**config.mk**
```make
export PLATFORM = sky130hd
export DESIGN_NAME = sal_rd_resp_gen_flat
export DESIGN_NICKNAME = d
export VERILOG_FILES = /design/src/rtl/sal_rd_resp_gen_if.sv /design/src/rtl/sal_rd_resp_gen.sv /design/src/flat_wrapper.sv
export SDC_FILE = /design/constraint.sdc
export NUM_CORES = 2
export LEC_CHECK = 0
export BUFFER_PORTS_ARGS = -buffer_cell sky130_fd_sc_hd__buf_2
export CELL_PAD_IN_SITES_DETAIL_PLACEMENT = 0
export CELL_PAD_IN_SITES_GLOBAL_PLACEMENT = 2
export CORE_UTILIZATION = 35
export DETAILED_ROUTE_END_ITERATION = 12
export PLACE_DENSITY_LB_ADDON = 0.25
export SLEW_MARGIN = 25
export SYNTH_ARGS = -nofsm -noshare
export SYNTH_HDL_FRONTEND = slang
export SYNTH_SLANG_ARGS = --single-unit
```
**constraint.sdc**
```tcl
create_clock -name clk -period 15.05 [get_ports clk]
set_input_delay 0.7525 -clock clk [delete_from_list [all_inputs] [get_ports clk]]
set_output_delay 0.7525 -clock clk [all_outputs]
set_load 0.02 [all_outputs]
```
**src/rtl/sal_rd_resp_gen_if.sv**
```systemverilog
// sal_rd_resp_gen_if
//   Bundles the read-command, DFI read-data and AXI R channel signals of the
//   SAL read-response generator.
//   slave  : the response generator side (consumes cmd/dfi/rready, drives R).
//   master : the environment side (scheduler, PHY capture, AXI interconnect).
interface sal_rd_resp_gen_if #(
    parameter int unsigned ID_WIDTH   = 4,
    parameter int unsigned LEN_WIDTH  = 4,
    parameter int unsigned DATA_WIDTH = 128,
    parameter int unsigned DATA_DEPTH = 16
);
    localparam int unsigned FREE_WIDTH = $clog2(DATA_DEPTH + 1);

    logic                  cmd_valid;
    logic                  cmd_ready;
    logic [ID_WIDTH-1:0]   cmd_id;
    logic [LEN_WIDTH-1:0]  cmd_len;
    logic                  dfi_rddata_valid;
    logic [DATA_WIDTH-1:0] dfi_rddata;
    logic [FREE_WIDTH-1:0] data_free;
    logic                  rvalid;
    logic                  rready;
    logic [ID_WIDTH-1:0]   rid;
    logic [DATA_WIDTH-1:0] rdata;
    logic [1:0]            rresp;
    logic                  rlast;
    logic                  overflow;

    modport slave (
        input  cmd_valid, cmd_id, cmd_len, dfi_rddata_valid, dfi_rddata, rready,
        output cmd_ready, data_free, rvalid, rid, rdata, rresp, rlast, overflow
    );

    modport master (
        output cmd_valid, cmd_id, cmd_len, dfi_rddata_valid, dfi_rddata, rready,
        input  cmd_ready, data_free, rvalid, rid, rdata, rresp, rlast, overflow
    );
endinterface

```
**src/rtl/sal_rd_resp_gen.sv**
```systemverilog
// sal_rd_resp_gen
//   Read-response generator: records {id, len} of each issued read command,
//   buffers returning DFI read beats, and emits them in issue order on the
//   AXI R channel with rid/rlast.
// Ports:
//   clk, rst_n : controller clock, asynchronous active-low reset.
//   bus        : sal_rd_resp_gen_if.slave (cmd push, DFI beats, data_free,
//                AXI R channel, sticky overflow).
// Build option:
//   SAL_RDRESP_OUT_REG_EN : registers the R channel through a 2-entry skid
//                           buffer (latency +1, full throughput kept).
module sal_rd_resp_gen #(
    parameter int unsigned ID_WIDTH   = 4,
    parameter int unsigned LEN_WIDTH  = 4,
    parameter int unsigned DATA_WIDTH = 128,
    parameter int unsigned CMD_DEPTH  = 4,
    parameter int unsigned DATA_DEPTH = 16
) (
    input logic             clk,
    input logic             rst_n,
    sal_rd_resp_gen_if.slave bus
);
    localparam int unsigned CAW = $clog2(CMD_DEPTH);
    localparam int unsigned DAW = $clog2(DATA_DEPTH);
    localparam int unsigned FW  = $clog2(DATA_DEPTH + 1);

    // Storage (not reset)
    logic [ID_WIDTH-1:0]   cmd_id_mem  [CMD_DEPTH];
    logic [LEN_WIDTH-1:0]  cmd_len_mem [CMD_DEPTH];
    logic [DATA_WIDTH-1:0] data_mem    [DATA_DEPTH];

    logic [CAW:0]          cmd_wptr_q, cmd_wptr_d, cmd_rptr_q, cmd_rptr_d;
    logic [DAW:0]          data_wptr_q, data_wptr_d, data_rptr_q, data_rptr_d;
    logic [LEN_WIDTH-1:0]  beat_cnt_q, beat_cnt_d;
    logic                  overflow_q, overflow_d;

    logic                  cmd_full, cmd_empty, data_full, data_empty;
    logic                  cmd_push, cmd_pop, data_push;
    logic                  int_valid, int_pop, int_last;
    logic [ID_WIDTH-1:0]   head_id;
    logic [LEN_WIDTH-1:0]  head_len;
    logic [DATA_WIDTH-1:0] head_data;
    logic [DAW:0]          data_occ;

    // MSB-differs / rest-equal full detection on depth+1-bit pointers
    assign cmd_empty  = (cmd_wptr_q == cmd_rptr_q);
    assign cmd_full   = (cmd_wptr_q[CAW] != cmd_rptr_q[CAW]) &&
                        (cmd_wptr_q[CAW-1:0] == cmd_rptr_q[CAW-1:0]);
    assign data_empty = (data_wptr_q == data_rptr_q);
    assign data_full  = (data_wptr_q[DAW] != data_rptr_q[DAW]) &&
                        (data_wptr_q[DAW-1:0] == data_rptr_q[DAW-1:0]);

    assign head_id   = cmd_id_mem[cmd_rptr_q[CAW-1:0]];
    assign head_len  = cmd_len_mem[cmd_rptr_q[CAW-1:0]];
    assign head_data = data_mem[data_rptr_q[DAW-1:0]];

    assign int_valid = !data_empty && !cmd_empty;
    assign int_last  = (beat_cnt_q == head_len);

    // A full command FIFO refuses the push even if it pops this cycle
    assign cmd_push  = bus.cmd_valid && !cmd_full;
    assign cmd_pop   = int_pop && int_last;
    // A full data FIFO may still accept a beat when its head leaves this cycle
    assign data_push = bus.dfi_rddata_valid && (!data_full || int_pop);

    assign data_occ      = data_wptr_q - data_rptr_q;
    assign bus.data_free = FW'(DATA_DEPTH) - FW'(data_occ);
    assign bus.cmd_ready = !cmd_full;
    assign bus.overflow  = overflow_q;
    assign bus.rresp     = 2'b00;

    always_comb begin
        cmd_wptr_d  = cmd_wptr_q  + (CAW+1)'(cmd_push);
        cmd_rptr_d  = cmd_rptr_q  + (CAW+1)'(cmd_pop);
        data_wptr_d = data_wptr_q + (DAW+1)'(data_push);
        data_rptr_d = data_rptr_q + (DAW+1)'(int_pop);
        beat_cnt_d  = beat_cnt_q;
        if (int_pop) begin
            beat_cnt_d = int_last ? '0 : beat_cnt_q + 1'b1;
        end
        overflow_d = overflow_q || (bus.dfi_rddata_valid && !data_push);
    end

    always_ff @(posedge clk or negedge rst_n) begin
        if (!rst_n) begin
            cmd_wptr_q  <= '0;
            cmd_rptr_q  <= '0;
            data_wptr_q <= '0;
            data_rptr_q <= '0;
            beat_cnt_q  <= '0;
            overflow_q  <= 1'b0;
        end else begin
            cmd_wptr_q  <= cmd_wptr_d;
            cmd_rptr_q  <= cmd_rptr_d;
            data_wptr_q <= data_wptr_d;
            data_rptr_q <= data_rptr_d;
            beat_cnt_q  <= beat_cnt_d;
            overflow_q  <= overflow_d;
        end
    end

    always_ff @(posedge clk) begin
        if (cmd_push) begin
            cmd_id_mem[cmd_wptr_q[CAW-1:0]]  <= bus.cmd_id;
            cmd_len_mem[cmd_wptr_q[CAW-1:0]] <= bus.cmd_len;
        end
        if (data_push) begin
            data_mem[data_wptr_q[DAW-1:0]] <= bus.dfi_rddata;
        end
    end

`ifdef SAL_RDRESP_OUT_REG_EN
    localparam int unsigned EW = ID_WIDTH + DATA_WIDTH + 1;

    logic [EW-1:0] ent0_q, ent0_d, ent1_q, ent1_d, ent_in;
    logic [1:0]    cnt_q, cnt_d;
    logic          rvalid_q, rvalid_d;
    logic          out_pop;

    assign ent_in  = {head_id, head_data, int_last};
    assign int_pop = int_valid && (cnt_q != 2'd2);
    assign out_pop = rvalid_q && bus.rready;

    always_comb begin
        ent0_d = ent0_q;
        ent1_d = ent1_q;
        cnt_d  = cnt_q;
        if (out_pop) begin
            ent0_d = ent1_q;
            cnt_d  = cnt_q - 2'd1;
        end
        if (int_pop) begin
            if (cnt_d == 2'd0) begin
                ent0_d = ent_in;
            end else begin
                ent1_d = ent_in;
            end
            cnt_d = cnt_d + 2'd1;
        end
        // Empty output stage is zeroed so the flops alone present 0s
        if (cnt_d == 2'd0) begin
            ent0_d = '0;
        end
        rvalid_d = (cnt_d != 2'd0);
    end

    always_ff @(posedge clk or negedge rst_n) begin
        if (!rst_n) begin
            ent0_q   <= '0;
            ent1_q   <= '0;
            cnt_q    <= '0;
            rvalid_q <= 1'b0;
        end else begin
            ent0_q   <= ent0_d;
            ent1_q   <= ent1_d;
            cnt_q    <= cnt_d;
            rvalid_q <= rvalid_d;
        end
    end

    assign bus.rvalid = rvalid_q;
    assign {bus.rid, bus.rdata, bus.rlast} = ent0_q;
`else
    assign int_pop    = int_valid && bus.rready;
    assign bus.rvalid = int_valid;
    assign bus.rid    = int_valid ? head_id   : '0;
    assign bus.rdata  = int_valid ? head_data : '0;
    assign bus.rlast  = int_valid && int_last;
`endif
endmodule
```
**src/flat_wrapper.sv**
```systemverilog
// flat-port wrapper written by rule: the top's interface ports become plain ports
module sal_rd_resp_gen_flat 
#(
    parameter int unsigned ID_WIDTH   = 4,
    parameter int unsigned LEN_WIDTH  = 4,
    parameter int unsigned DATA_WIDTH = 128,
    parameter int unsigned CMD_DEPTH  = 4,
    parameter int unsigned DATA_DEPTH = 16
)
  (clk, rst_n, bus_cmd_valid, bus_cmd_id, bus_cmd_len, bus_dfi_rddata_valid, bus_dfi_rddata, bus_rready, bus_cmd_ready, bus_data_free, bus_rvalid, bus_rid, bus_rdata, bus_rresp, bus_rlast, bus_overflow);
  sal_rd_resp_gen_if #(.ID_WIDTH(ID_WIDTH), .LEN_WIDTH(LEN_WIDTH), .DATA_WIDTH(DATA_WIDTH), .DATA_DEPTH(DATA_DEPTH)) bus_i ();
  input logic clk;
  input logic rst_n;
  input wire logic [$bits(bus_i.cmd_valid)-1:0] bus_cmd_valid;
  input wire logic [$bits(bus_i.cmd_id)-1:0] bus_cmd_id;
  input wire logic [$bits(bus_i.cmd_len)-1:0] bus_cmd_len;
  input wire logic [$bits(bus_i.dfi_rddata_valid)-1:0] bus_dfi_rddata_valid;
  input wire logic [$bits(bus_i.dfi_rddata)-1:0] bus_dfi_rddata;
  input wire logic [$bits(bus_i.rready)-1:0] bus_rready;
  output wire logic [$bits(bus_i.cmd_ready)-1:0] bus_cmd_ready;
  output wire logic [$bits(bus_i.data_free)-1:0] bus_data_free;
  output wire logic [$bits(bus_i.rvalid)-1:0] bus_rvalid;
  output wire logic [$bits(bus_i.rid)-1:0] bus_rid;
  output wire logic [$bits(bus_i.rdata)-1:0] bus_rdata;
  output wire logic [$bits(bus_i.rresp)-1:0] bus_rresp;
  output wire logic [$bits(bus_i.rlast)-1:0] bus_rlast;
  output wire logic [$bits(bus_i.overflow)-1:0] bus_overflow;
  assign bus_i.cmd_valid = bus_cmd_valid;
  assign bus_i.cmd_id = bus_cmd_id;
  assign bus_i.cmd_len = bus_cmd_len;
  assign bus_i.dfi_rddata_valid = bus_dfi_rddata_valid;
  assign bus_i.dfi_rddata = bus_dfi_rddata;
  assign bus_i.rready = bus_rready;
  assign bus_cmd_ready = bus_i.cmd_ready;
  assign bus_data_free = bus_i.data_free;
  assign bus_rvalid = bus_i.rvalid;
  assign bus_rid = bus_i.rid;
  assign bus_rdata = bus_i.rdata;
  assign bus_rresp = bus_i.rresp;
  assign bus_rlast = bus_i.rlast;
  assign bus_overflow = bus_i.overflow;
  sal_rd_resp_gen #(.ID_WIDTH(ID_WIDTH), .LEN_WIDTH(LEN_WIDTH), .DATA_WIDTH(DATA_WIDTH), .CMD_DEPTH(CMD_DEPTH), .DATA_DEPTH(DATA_DEPTH)) u_core (.clk(clk), .rst_n(rst_n), .bus(bus_i));
endmodule
```
==> run summary <==
In the post-synthesis netlist, the biggest area contributors are sky130_fd_sc_hd__edfxtp_1, sky130_fd_sc_hd__mux4_2, sky130_fd_sc_hd__a211oi_1. Routability-driven placement finished with a final weighted congestion of 0.690. The DRC violation count after routing is 0, and the clock transition at the registers of the reported paths is 0.06 ns. The number of gates resized after CTS was 0; the vertical die dimension was 481 um. The first detailed-routing pass ran for 5 iterations.

The element type at the critical path end was an output pin. The logs give 0 for the number of endpoints failing setup at the final stage and 0.0854 mm^2 for the standard cell area after detailed placement. The non-filler instance count after layout was 6895.

After detailed routing, the number of vias per cell comes to 5.23. The final count of hold timing violations was 0. The share of the clock period used by the worst path came out at 0.525.

The flow ran to the end, and the final reports show no timing, DRC or antenna violations. The routed via count was 36100. VDD sags by at most 152 uV. For the worst setup path, the data required time is 14.30 ns.

The number of global-route vias before repair came out at 38100. Including well taps, the total number of placed cells is 6479. TritonCTS built the clock tree. The initial antenna violation count is 53, and the final standard cell area without fillers is 0.0925 mm^2. The completed layout was analyzed and its total power is 18.8 mW. At the worst endpoint, the arrival time is 7.14 ns. The run gives 0.173 as the global-route total usage across every layer. Counting stages on the worst path, the most repeated cell is sky130_fd_sc_hd__buf_4. Cell accounting for the most synthesized area: sky130_fd_sc_hd__edfxtp_1.

Path category of the worst min-delay check: in -> reg. Count of flip-flops with a built-in enable after synthesis: 2080. In the post-synthesis netlist, the cell with the most instances is sky130_fd_sc_hd__edfxtp_1. For the number of placement rows, the log shows 175. Detailed placement finished with a half-perimeter wire length of 99400 um. The number of distinct library cells after synthesis is 40. The maximum count of clock buffers along a single path is 3, and the share of synthesized registers carrying an async set or reset is 0.0100.

Port buffering added 281 buffers. The initial core utilization came out at 0.353. On the worst path, the slowest cell contributes a delay of 0.89 ns.

The wire length per cell is 29.0 um. Primary flip-flop cell chosen by synthesis mapping: sky130_fd_sc_hd__edfxtp_1. The fraction of the yosys area taken by sequential cells was 0.783. Based on the critical path, the design can be clocked at up to 127 MHz. The number of buffers inserted by post-CTS setup repair came out at 0. The tools report the headroom to the max-slew limit as 0.316.

The area share of the largest cell type after synthesis was 0.777. Start-to-end type of the worst setup path: reg -> out. The run gives 284 as the number of I/O pins. The power density over the cells works out to 203 mW/mm^2. The tools report the number of nets still failing antenna checks after routing as 0. At the end of the flow, the number of nets in the layout was 3853.

The biggest fanout along the worst timing path works out to 92. The number of H-tree branching levels is 4. The max-cap check violation count came out at 0. The clock net in this run drives a total of 2101 sinks. Floorplan die area: 0.232 mm^2. Total core area: 0.228 mm^2. The commonest cells after synthesis are sky130_fd_sc_hd__edfxtp_1, sky130_fd_sc_hd__mux4_2, sky130_fd_sc_hd__a211oi_1. Synthesis handed over a netlist of 3282 instances. The critical path goes through buf_4 > buf_4 > buf_4 > buf_12 > buf_4 > mux4_2 > mux4_2 > and2_1 > buf_2. For the pin with the worst max-slew slack, the measured transition is 1.03 ns. For the final routed database, the setup TNS stands at 0 ns. The DRC violation total after the first TritonRoute iteration came out at 2791. Clock latency on the worst-skew pair, taken at its later pin, is 0.88 ns.

For this design, the slowest cell found on the critical path is sky130_fd_sc_hd__dfrtp_4. The number of CTS-inserted buffers is 222, and the total leakage power is 29.0 nW. Synthesis inferred 2101 register bits.

The post-route clock skew was 0.0620 ns; the fraction of final layout cells sized beyond drive strength 1 was 0.330. The tools report the post-route worst hold slack as 0.100 ns. The area growth from synthesis to layout is 15.1%. The summed instance area of the synthesized netlist is 0.0804 mm^2. CTS placed an instance of sky130_fd_sc_hd__clkbuf_16 at the clock tree root. The wire length after detailed routing is 200000 um, and the largest net degree at the start of global routing is 127.

Each instance of the synthesized netlist takes up on average 24.5 um^2. The layout has 20000 filler cells. The first global-routing pass estimated 285000 um of wire.

The width of the die is 481 um. Setup repair after global routing left no endpoint under its margin. The tools report the startpoint type of the worst setup path as a register. The run gives 0 as the max-slew violation count.

For this run, the number of Yosys warnings is 0. The clock period could shrink to 7.90 ns. After global routing the overflow that remains totals 0.
[kinds of logic after synthesis]
kind of cell               count (synthesis)  share of synthesized area
DFF                                     2101                      0.783
muxes                                    648                      0.173
buffers and inverters                    196                     0.0137
and+or+nand+nor                          181                     0.0136
AOI/OAI and AO/OA                        119                     0.0110
xor gates and xnor gates                  19                    0.00207
adders and majority gates                 17                    0.00274
other                                      1                  0.0000466
[sequential cells by signal, summed over array words and instances, names as in the netlist]
name                 cells
u_core.data_mem       2048
u_core.beat_cnt_q        4
u_core.data_wptr_q       5
u_core.cmd_wptr_q        3
u_core.data_rptr_q       5
u_core.cmd_len_mem      16
u_core.bus.overflow      1
u_core.cmd_rptr_q        3
u_core.cmd_id_mem       16
[what timing repair did]
action / CTS / global route
hold buffers: 1 / 0
endpoints found under the hold margin: 21 / 0
endpoints found under the setup margin: 0 / 0
[cells in the final DEF (no fill, tap or decap), types with 3 or more instances in the layout]
cell                         netlist  layout
sky130_fd_sc_hd__clkinv_1          0      51
sky130_fd_sc_hd__buf_12            0       9
sky130_fd_sc_hd__nand3_1           8       8
sky130_fd_sc_hd__ha_1             16      16
sky130_fd_sc_hd__bufinv_16         0      12
sky130_fd_sc_hd__nor3_2            0       7
sky130_fd_sc_hd__xnor2_1          10      10
sky130_fd_sc_hd__clkbuf_16         0     223
sky130_fd_sc_hd__and2_1           80      80
sky130_fd_sc_hd__clkinv_16         0      13
sky130_fd_sc_hd__clkinv_2          0      31
sky130_fd_sc_hd__clkbuf_1         99      69
sky130_fd_sc_hd__dfrtp_1          21      17
sky130_fd_sc_hd__mux4_2          595     595
sky130_fd_sc_hd__diode_2           0       4
sky130_fd_sc_hd__a211oi_1        106     106
sky130_fd_sc_hd__o2bb2ai_1         3       3
sky130_fd_sc_hd__xor2_1            9       9
sky130_fd_sc_hd__dfrtp_4           0       4
sky130_fd_sc_hd__mux2i_1          53      53
sky130_fd_sc_hd__nor2_1            3       3
sky130_fd_sc_hd__edfxtp_1       2080    2080
sky130_fd_sc_hd__inv_1             9       9
sky130_fd_sc_hd__buf_4            11      78
sky130_fd_sc_hd__clkinvlp_4        0       8
sky130_fd_sc_hd__nor2b_1          55      55
sky130_fd_sc_hd__buf_2            27     281
sky130_fd_sc_hd__nand2_1           9       9
sky130_fd_sc_hd__nor4_2            1       9
[final timing paths]
| check | startpoint | endpoint | slack, ns | cells after the start |
|---|---|---|---|---|
| max | u_core.data_rptr_q[0] | bus_rdata[95] | 7.15 | 9 |
| min | bus_cmd_id[3] | u_core.cmd_id_mem[2][3] | 0.10 | 1 |
| max reg2reg | u_core.data_wptr_q[3] | u_core.data_mem[0][64] | 9.55 | 11 |
| min reg2reg | u_core.bus.overflow | u_core.bus.overflow | 0.46 | 1 |
| max in group asynchronous | rst_n | u_core.data_rptr_q[1] | 14.22 | 2 |
| min in group asynchronous | rst_n | u_core.bus.overflow | 0.40 | 2 |
[worst max-delay path, delay by kind of cell, from the launching register on]
family,cells,cell delay (ns)
buffers and inverters,6,3.69
DFF,1,0.89
and+or+nand+nor,1,0.19
muxes,2,1.14
[report_power, final]
part	leakage [nW]	switching (mW)	total [mW]	internal [mW]
Clock	3.37	2.30	5.25	2.95
Combinational	6.56	3.68	6.22	2.54
Sequential	19.0	0.247	7.31	7.06
[stage by stage]
step / util / worst slack [ns]
2_1_floorplan: - / -0.153
3_3_place_gp: 0.375 / 7.70
3_5_place_dp: 0.375 / 7.67
4_1_cts: 0.406 / 6.69
5_1_grt: 0.406 / 6.37
6_report: 0.406 / 7.15
[cell type report]
class	count	area, um^2	area share
Sequential cell	2101	63000	0.681
Multi-Input combinational cell	986	16400	0.177
Clock buffer	292	5840	0.0631
Tap cell	3009	3760	0.0407
Timing Repair Buffer	372	2230	0.0241
Clock inverter	119	1200	0.0130
Inverter	12	47.5	0.000514
Antenna cell	4	10.0	0.000108
[routing by layer]
layer,GRT usage,vias up,part of all wire
li1,-,15000,-
met1,0.242,19900,0.45
met2,0.281,802,0.49
met3,0.0321,333,0.043
met4,0.0429,34,0.020
met5,0,-,0.0011
Power figures use the tool's default switching activity.
